==> config.mk <==
export PLATFORM = sky130hd
export DESIGN_NAME = tmds_channel_encoder_flat
export DESIGN_NICKNAME = d
export VERILOG_FILES = /design/src/rtl/tmds_channel_encoder_if.sv /design/src/rtl/tmds_channel_encoder.sv /design/src/flat_wrapper.sv
export SDC_FILE = /design/constraint.sdc
export NUM_CORES = 1
export LEC_CHECK = 0
export BUFFER_PORTS_ARGS = -buffer_cell sky130_fd_sc_hd__buf_2
export CORE_UTILIZATION = 55
export DETAILED_ROUTE_END_ITERATION = 10
export GPL_TIMING_DRIVEN = 0
export PLACE_DENSITY = 0.75
export REMOVE_ABC_BUFFERS = 1
export SETUP_SLACK_MARGIN = 0.15
export SYNTH_ARGS = -nofsm -noshare
export SYNTH_HDL_FRONTEND = slang
export SYNTH_SLANG_ARGS = --single-unit
export TNS_END_PERCENT = 5
==> constraint.sdc <==
create_clock -name hdmi_clk -period 12.1 [get_ports hdmi_clk]
set_input_delay 2.42 -clock hdmi_clk [delete_from_list [all_inputs] [get_ports hdmi_clk]]
set_output_delay 2.42 -clock hdmi_clk [all_outputs]
set_load 0.005 [all_outputs]
==> src/rtl/tmds_channel_encoder_if.sv <==
// Pixel-side bundle of one TMDS channel: component/control inputs and the encoded symbol.
interface tmds_channel_encoder_if;
  logic       i_de;
  logic [1:0] i_ctrl;
  logic [7:0] i_data;
  logic [9:0] o_tmds;

  // Pixel source / timing generator side
  modport master (
    output i_de,
    output i_ctrl,
    output i_data,
    input  o_tmds
  );

  // Encoder side
  modport slave (
    input  i_de,
    input  i_ctrl,
    input  i_data,
    output o_tmds
  );
endinterface

==> src/rtl/tmds_channel_encoder.sv <==
// DVI TMDS 8b/10b channel encoder: two-stage pipeline, one 10-bit symbol per pixel clock.
module tmds_channel_encoder #(
  parameter int unsigned CNT_WIDTH = 5
) (
  input  logic                  hdmi_clk,
  input  logic                  reset,
  tmds_channel_encoder_if.slave bus
);

  localparam int unsigned DW = 8;
  localparam int unsigned PW = 4;
  localparam int unsigned SW = 10;

  localparam logic [SW-1:0] CTRL_00 = 10'h354;
  localparam logic [SW-1:0] CTRL_01 = 10'h0AB;
  localparam logic [SW-1:0] CTRL_10 = 10'h154;
  localparam logic [SW-1:0] CTRL_11 = 10'h2AB;

  localparam logic signed [CNT_WIDTH-1:0] CNT_0 = CNT_WIDTH'(0);
  localparam logic signed [CNT_WIDTH-1:0] CNT_2 = CNT_WIDTH'(2);

  function automatic logic [PW-1:0] popcount8(input logic [DW-1:0] v);
    logic [PW-1:0] n;
    n = '0;
    for (int i = 0; i < DW; i++) n = n + PW'(v[i]);
    return n;
  endfunction

  // Stage 1 state
  logic          de_s1;
  logic [1:0]    ctrl_s1;
  logic [DW:0]   qm_s1;

  // Stage 2 state
  logic signed [CNT_WIDTH-1:0] cnt;
  logic [SW-1:0]               tmds_q;

  // Stage 1 combinational: transition-minimising XOR/XNOR chain
  logic [PW-1:0] n1_data;
  logic          use_xnor;
  logic [DW:0]   qm_c;

  // Pick XOR or XNOR chain from the input popcount and build q_m
  always_comb begin
    n1_data  = popcount8(bus.i_data);
    use_xnor = (n1_data > PW'(4)) || ((n1_data == PW'(4)) && !bus.i_data[0]);
    qm_c     = '0;
    qm_c[0]  = bus.i_data[0];
    for (int k = 1; k < DW; k++) begin
      qm_c[k] = use_xnor ? ~(qm_c[k-1] ^ bus.i_data[k]) : (qm_c[k-1] ^ bus.i_data[k]);
    end
    qm_c[DW] = ~use_xnor;
  end

  // Stage 1 register; ignored inputs are zeroed so X on them never reaches stage 2
  always_ff @(posedge hdmi_clk) begin
    if (reset) begin
      de_s1   <= 1'b0;
      ctrl_s1 <= 2'b00;
      qm_s1   <= '0;
    end else begin
      de_s1   <= bus.i_de;
      ctrl_s1 <= bus.i_de ? 2'b00 : bus.i_ctrl;
      qm_s1   <= bus.i_de ? qm_c : '0;
    end
  end

  // Stage 2 combinational: DC balancing against the running disparity
  logic [PW-1:0]               n1_q;
  logic [PW-1:0]               n0_q;
  logic signed [CNT_WIDTH-1:0] diff;       // N1 - N0
  logic signed [CNT_WIDTH-1:0] bias_one;   // 2*q_m[8]
  logic signed [CNT_WIDTH-1:0] bias_zero;  // 2*~q_m[8]
  logic signed [CNT_WIDTH-1:0] cnt_nx;
  logic [SW-1:0]               tmds_nx;

  // Choose symbol polarity and next disparity
  always_comb begin
    n1_q      = popcount8(qm_s1[DW-1:0]);
    n0_q      = PW'(DW) - n1_q;
    diff      = $signed(CNT_WIDTH'(n1_q)) - $signed(CNT_WIDTH'(n0_q));
    bias_one  = qm_s1[DW] ? CNT_2 : CNT_0;
    bias_zero = qm_s1[DW] ? CNT_0 : CNT_2;
    tmds_nx   = CTRL_00;
    cnt_nx    = CNT_0;
    if (!de_s1) begin
      case (ctrl_s1)
        2'b00:   tmds_nx = CTRL_00;
        2'b01:   tmds_nx = CTRL_01;
        2'b10:   tmds_nx = CTRL_10;
        default: tmds_nx = CTRL_11;
      endcase
      cnt_nx = CNT_0;
    end else if ((cnt == CNT_0) || (n1_q == n0_q)) begin
      tmds_nx = {~qm_s1[DW], qm_s1[DW], qm_s1[DW] ? qm_s1[DW-1:0] : ~qm_s1[DW-1:0]};
      cnt_nx  = qm_s1[DW] ? (cnt + diff) : (cnt - diff);
    end else if (((cnt > CNT_0) && (n1_q > n0_q)) || ((cnt < CNT_0) && (n0_q > n1_q))) begin
      tmds_nx = {1'b1, qm_s1[DW], ~qm_s1[DW-1:0]};
      cnt_nx  = cnt + bias_one - diff;
    end else begin
      tmds_nx = {1'b0, qm_s1[DW], qm_s1[DW-1:0]};
      cnt_nx  = cnt - bias_zero + diff;
    end
  end

  // Stage 2 register: output symbol and running disparity
  always_ff @(posedge hdmi_clk) begin
    if (reset) begin
      cnt    <= CNT_0;
      tmds_q <= CTRL_00;
    end else begin
      cnt    <= cnt_nx;
      tmds_q <= tmds_nx;
    end
  end

  assign bus.o_tmds = tmds_q;

endmodule

==> src/flat_wrapper.sv <==
// flat-port wrapper written by rule: the top's interface ports become plain ports
module tmds_channel_encoder_flat 
#(
  parameter int unsigned CNT_WIDTH = 5
)
  (hdmi_clk, reset, bus_i_de, bus_i_ctrl, bus_i_data, bus_o_tmds);
  tmds_channel_encoder_if bus_i ();
  input  logic hdmi_clk;
  input  logic reset;
  input wire logic [$bits(bus_i.i_de)-1:0] bus_i_de;
  input wire logic [$bits(bus_i.i_ctrl)-1:0] bus_i_ctrl;
  input wire logic [$bits(bus_i.i_data)-1:0] bus_i_data;
  output wire logic [$bits(bus_i.o_tmds)-1:0] bus_o_tmds;
  assign bus_i.i_de = bus_i_de;
  assign bus_i.i_ctrl = bus_i_ctrl;
  assign bus_i.i_data = bus_i_data;
  assign bus_o_tmds = bus_i.o_tmds;
  tmds_channel_encoder #(.CNT_WIDTH(CNT_WIDTH)) u_core (.hdmi_clk(hdmi_clk), .reset(reset), .bus(bus_i));
endmodule
-- Word level (Yosys, flattened, before mapping)
Cells that the tools add are included.
W data, S select, Z words.
- flip-flop bits (word level): 27
- input port bits: 13
- output and inout port bits: 10
- logic and storage cells: 84
- add/sub/neg operators: 22
- magnitude comparators: 5
- equality and inequality tests: 4
- muxes and demuxes: 17
- bitwise gates (word level): 19
- reductions and logical operators: 12
- operators with widths (operator ; count):
    $add A4 B1 Y4 ; 12
    $mux W10 ; 3
    $pmux W10 S3 ; 1
    $add A5 B5 Y5 ; 3
    $mux W5 ; 3
    $sub A5 B5 Y5 ; 3
    $not A1 Y1 ; 11
    $gt A4 B4 Y1 ; 2
    $mux W8 ; 1
    $not A8 Y8 ; 1
    $mux W1 ; 7
    $xor A1 B1 Y1 ; 7
    $reduce_or A2 Y1 ; 3
    $gt A5 B1 Y1 const B ; 1
    $logic_not A5 Y1 ; 1
    $lt A5 B1 Y1 const B ; 1
    $sub A4 B4 Y5 ; 1
    $add A1 B1 Y2 ; 2
    $eq A4 B3 Y1 const B ; 1
    $eq A4 B4 Y1 ; 1
    $gt A4 B3 Y1 const B ; 1
    $mux W2 ; 2
    $sub A4 B4 Y4 const A ; 1
    $logic_and A1 B1 Y1 ; 3
    5 further kinds ; 7

-- Depth between registers and ports, before layout
- depth in word-level cells: 29
- depth in mapped cells: 18
- depth with buffers taken out: 18

-- Worst setup path after synthesis
No wires, ideal clock.
- path type: input port to flip-flop
- from: input port bus_i_data[0]
- to: register u_core.qm_s1[7]
- setup time: 0.124 ns
- arrival time: 5.419 ns
- data required time: 11.976 ns
- path slack: 6.557 ns
- stages on the path: 12
- path buffers: 0
- path through: ha_1 inv_1 fa_1 fa_1 inv_1 fa_1 fa_1 nor3b_1 o22ai_1 xnor2_1 xnor2_1 nor2_1
- cells in the longest elaborated chain, start to end: 29
- elaborated cells on any way between the ends: 33
- those cells by class: add/sub: 7; order compare: 1; eq/ne: 1; mux: 7; bitwise: 14; reduce/logical: 3
- RTL lines (element ; line ; RTL):
    start, declared ; flat_wrapper.sv:12 ; input wire logic [$bits(bus_i.i_data)-1:0] bus_i_data;
    branches (longest 28 deep; another with $add A4 B1 Y4) ; - ;
    $mux W1 * ; tmds_channel_encoder.sv:50 ; qm_c[k] = use_xnor ? ~(qm_c[k-1] ^ bus.i_data[k]) : (qm_c[k-1] ^ bus.i_data[k]);
    end signal, assigned ; tmds_channel_encoder.sv:64 ; qm_s1 <= bus.i_de ? qm_c : '0;
    end, declared ; tmds_channel_encoder.sv:32 ; logic [DW:0] qm_s1;
Every way passes the cells marked *.
A chain may end at the register's enable or synchronous reset.

-- Worst setup path in the final report
Ends and elaborated chain as after synthesis.

==> impl_metrics.ini <==
[sta]
rsz0062_at_grt = false
setup_viol = 0
fin_worst_skew_ns = 0.003228
period_share_pct = 46.07
worst_pin_slew_ns = 0.5727
tns_ns = 0
drv_slew = 0
maxSlewHeadroom_pct = 61.82
layout_setup_ws_ns = 6.525
fmax_mhz = 179.4
period_needed_ns = 5.575
hold_viol = 0

[setup_path]
path_max_fanout = 5
worstSetupStartpointType = primary input
critPathKind = in2reg
required_ns = 12.26
crit_arrival_ns = 5.74
r2r_start = u_core.qm_s1[1]
rr_worst_depth = 17
rrSetupSlack_ns = 6.65
r2r_end = u_core.cnt[4]
cp-end-kind = flop

[grt]
grt_max_degree = 17
grt_use_total_pct = 19.39
grt_first_pass_wirelength_um = 6375
antenna_found_initial = 0
grt_overflow_total = 0
grt_pass1_vias = 1457

[cts]
clk_pin_slew_worst_paths_ns = 0.10
clockBufferDepth = 2
clkSinkCount = 27
cts_tree = built
cts_post_setup_buffers_inserted = 0
cts_root_buf = clkbuf_8
htree_levels = 1
cts_hold_buf = 0
numCtsBuffers = 3
clock_latency_ns = 0.27
cts_resized = 0

[floorplanning]
placementRows = 22
die_h_um = 64.10
die_w_um = 64.10
core_um2 = 3689
die_area_um2 = 4108
start_util_pct = 57.50
ioPinCount = 23

[power]
power.density_nw_per_um2 = 260.1
leakage_nw = 1.043
peakVddDrop_mv = 0.1176

[routing]
drc_errors = 0
post_drt_wl_per_cell_um = 12.28
vias = 1550
drt-total-wl_um = 3634
vias_per_cell = 5.236
drt_iter0_markers = 84
ant_nets = 0
dr.pass1.iters = 4

[synthesis]
yosysUniqueCellTypes = 46
synth-simple-area-share_pct = 15.40
yosysSeqAreaShare_pct = 25.49
synth_top_area_share_pct = 25.49
ys_top_cells_by_area = dfxtp_1, ha_1, fa_1, inv_1, xnor2_1
syn-cell-area_um2 = 2121
synthAdderAreaFrac_pct = 26.43
synth-xor-area-share_pct = 9.440
ys_ff_latch = 27
yosysTopAreaCell = dfxtp_1
synth_top_family_by_area = adder cells
synth_flop_cell = dfxtp_1
synth_area_per_cell_um2 = 9.343
yosys_warnings = 0
synth_edf_count = 0
synth_compound_area_share_pct = 13.10
ys_async_sr_fraction_pct = 0
syn_inst = 227
synthMuxAreaShare_pct = 2.478

[placed_design]
port_buffers = 22
place.gp.congestion = 0.7598
post-dp-hpwl_um = 2947
pre_cts_ws_ns = 6.197

[cells_and_area]
utilization_pct = 62.69
most-common-layout-cells = inv_1, dfxtp_1, ha_1, buf_2, nor2_1
nets = 299
drive_gt1_share_pct = 15.32
final_common_cell = inv_1
area_delta_synth_final_pct = 9.027
n_antenna_cell = 0
nFillCells = 335

[worst_hold_path]
worstHoldPathCells = 1
hold_class = reg2reg

[status]
status = complete, no violations

[flow_run]
cap_violations = 0
[cells in the mapped netlist, drive strengths merged, types with 2 or more instances]
| cell | instances |
|---|---|
| a31oi | 6 |
| nor3 | 2 |
| or4 | 3 |
| a211oi | 3 |
| or2 | 3 |
| xor2 | 7 |
| dfxtp | 27 |
| nor2 | 18 |
| nor3b | 3 |
| a21oi | 7 |
| nand2b | 3 |
| nand3 | 7 |
| o211ai | 2 |
| o22a | 2 |
| mux2 | 2 |
| o31a | 2 |
| ha | 24 |
| buf | 2 |
| nand2 | 5 |
| clkbuf | 3 |
| inv | 36 |
| xnor2 | 15 |
| and2 | 3 |
| a21o | 3 |
| o21ai | 6 |
| fa | 13 |
| or3 | 5 |
| mux2i | 3 |
[routing by layer]
metal,GRT usage (%),part of all wire (%),vias to the layer above
met2,30.98,46,36
met4,5.833,0.19,0
met5,0,0,-
met3,1.607,3.2,2
met1,27.79,51,708
li1,-,-,804
[cells by family after synthesis]
| group | count (synthesis) |
|---|---|
| simple gates | 57 |
| buf+inv | 41 |
| compound gates | 38 |
| fa+ha+maj | 37 |
| flops | 27 |
| xor+xnor | 22 |
| mux | 5 |
[state kept, by name, summed over array words and instances, names as in the netlist, named ones only]
register           count
u_core.bus.o_tmds     10
u_core.qm_s1           9
u_core.cnt             4
u_core.ctrl_s1         2
u_core.de_s1           1
[stage by stage]
| stage | cell area [um2] | hold WS [ns] | instances | total power [W] |
|---|---|---|---|---|
| after global routing | 2312 | 0.4903 | 296 | 0.0006748 |
| final | 2312 | 0.4750 | 296 | 0.0006013 |
| after global placement | 2263 | 0.4475 | 292 | 0.0005370 |
| after floorplan | 2093 | 0.4304 | 222 | 0.0004656 |
| after detailed placement | 2263 | 0.4482 | 292 | 0.0005491 |
| after CTS | 2312 | 0.4736 | 296 | 0.0006054 |
[power breakdown]
part	internal (W)	total (W)	switching, W
clock network	0.0000234	0.0000522	0.0000289
registers	0.000102	0.000112	0.00000993
logic	0.000189	0.000437	0.000248
total	0.000314	0.000601	0.000287
[how the worst max path moves through the flow]
stage               startpoint               to  slack (ns)  depth (start not counted)
2_1_floorplan    bus_i_data[0]  u_core.qm_s1[7]        6.56                         12
3_3_place_gp     bus_i_data[0]  u_core.qm_s1[7]        6.26                         13
3_5_place_dp     bus_i_data[0]  u_core.qm_s1[7]        6.20                         13
4_1_cts          bus_i_data[0]  u_core.qm_s1[7]        6.49                         13
5_1_grt        u_core.qm_s1[0]    u_core.cnt[4]        6.29                         17
6_report         bus_i_data[0]  u_core.qm_s1[7]        6.53                         13
[critical path, stage by stage]
cell	delay, ns
buf_2	0.11
ha_1	0.34
inv_1	0.07
fa_1	0.46
fa_1	0.49
inv_1	0.05
fa_1	0.40
fa_1	0.49
nor3b_1	0.05
o22ai_1	0.47
xnor2_1	0.20
xnor2_1	0.14
nor2_1	0.05
[cell type report]
class / count / area [um2] / area share, %
Multi-Input combinational cell: 159 / 1418 / 61.31
Sequential cell: 27 / 540.5 / 23.38
Inverter: 36 / 135.1 / 5.844
Timing Repair Buffer: 22 / 110.1 / 4.762
Tap cell: 48 / 60.06 / 2.597
Clock buffer: 3 / 41.29 / 1.786
Clock inverter: 1 / 7.507 / 0.3247
Note: power is estimated with default switching activity, not from simulation.
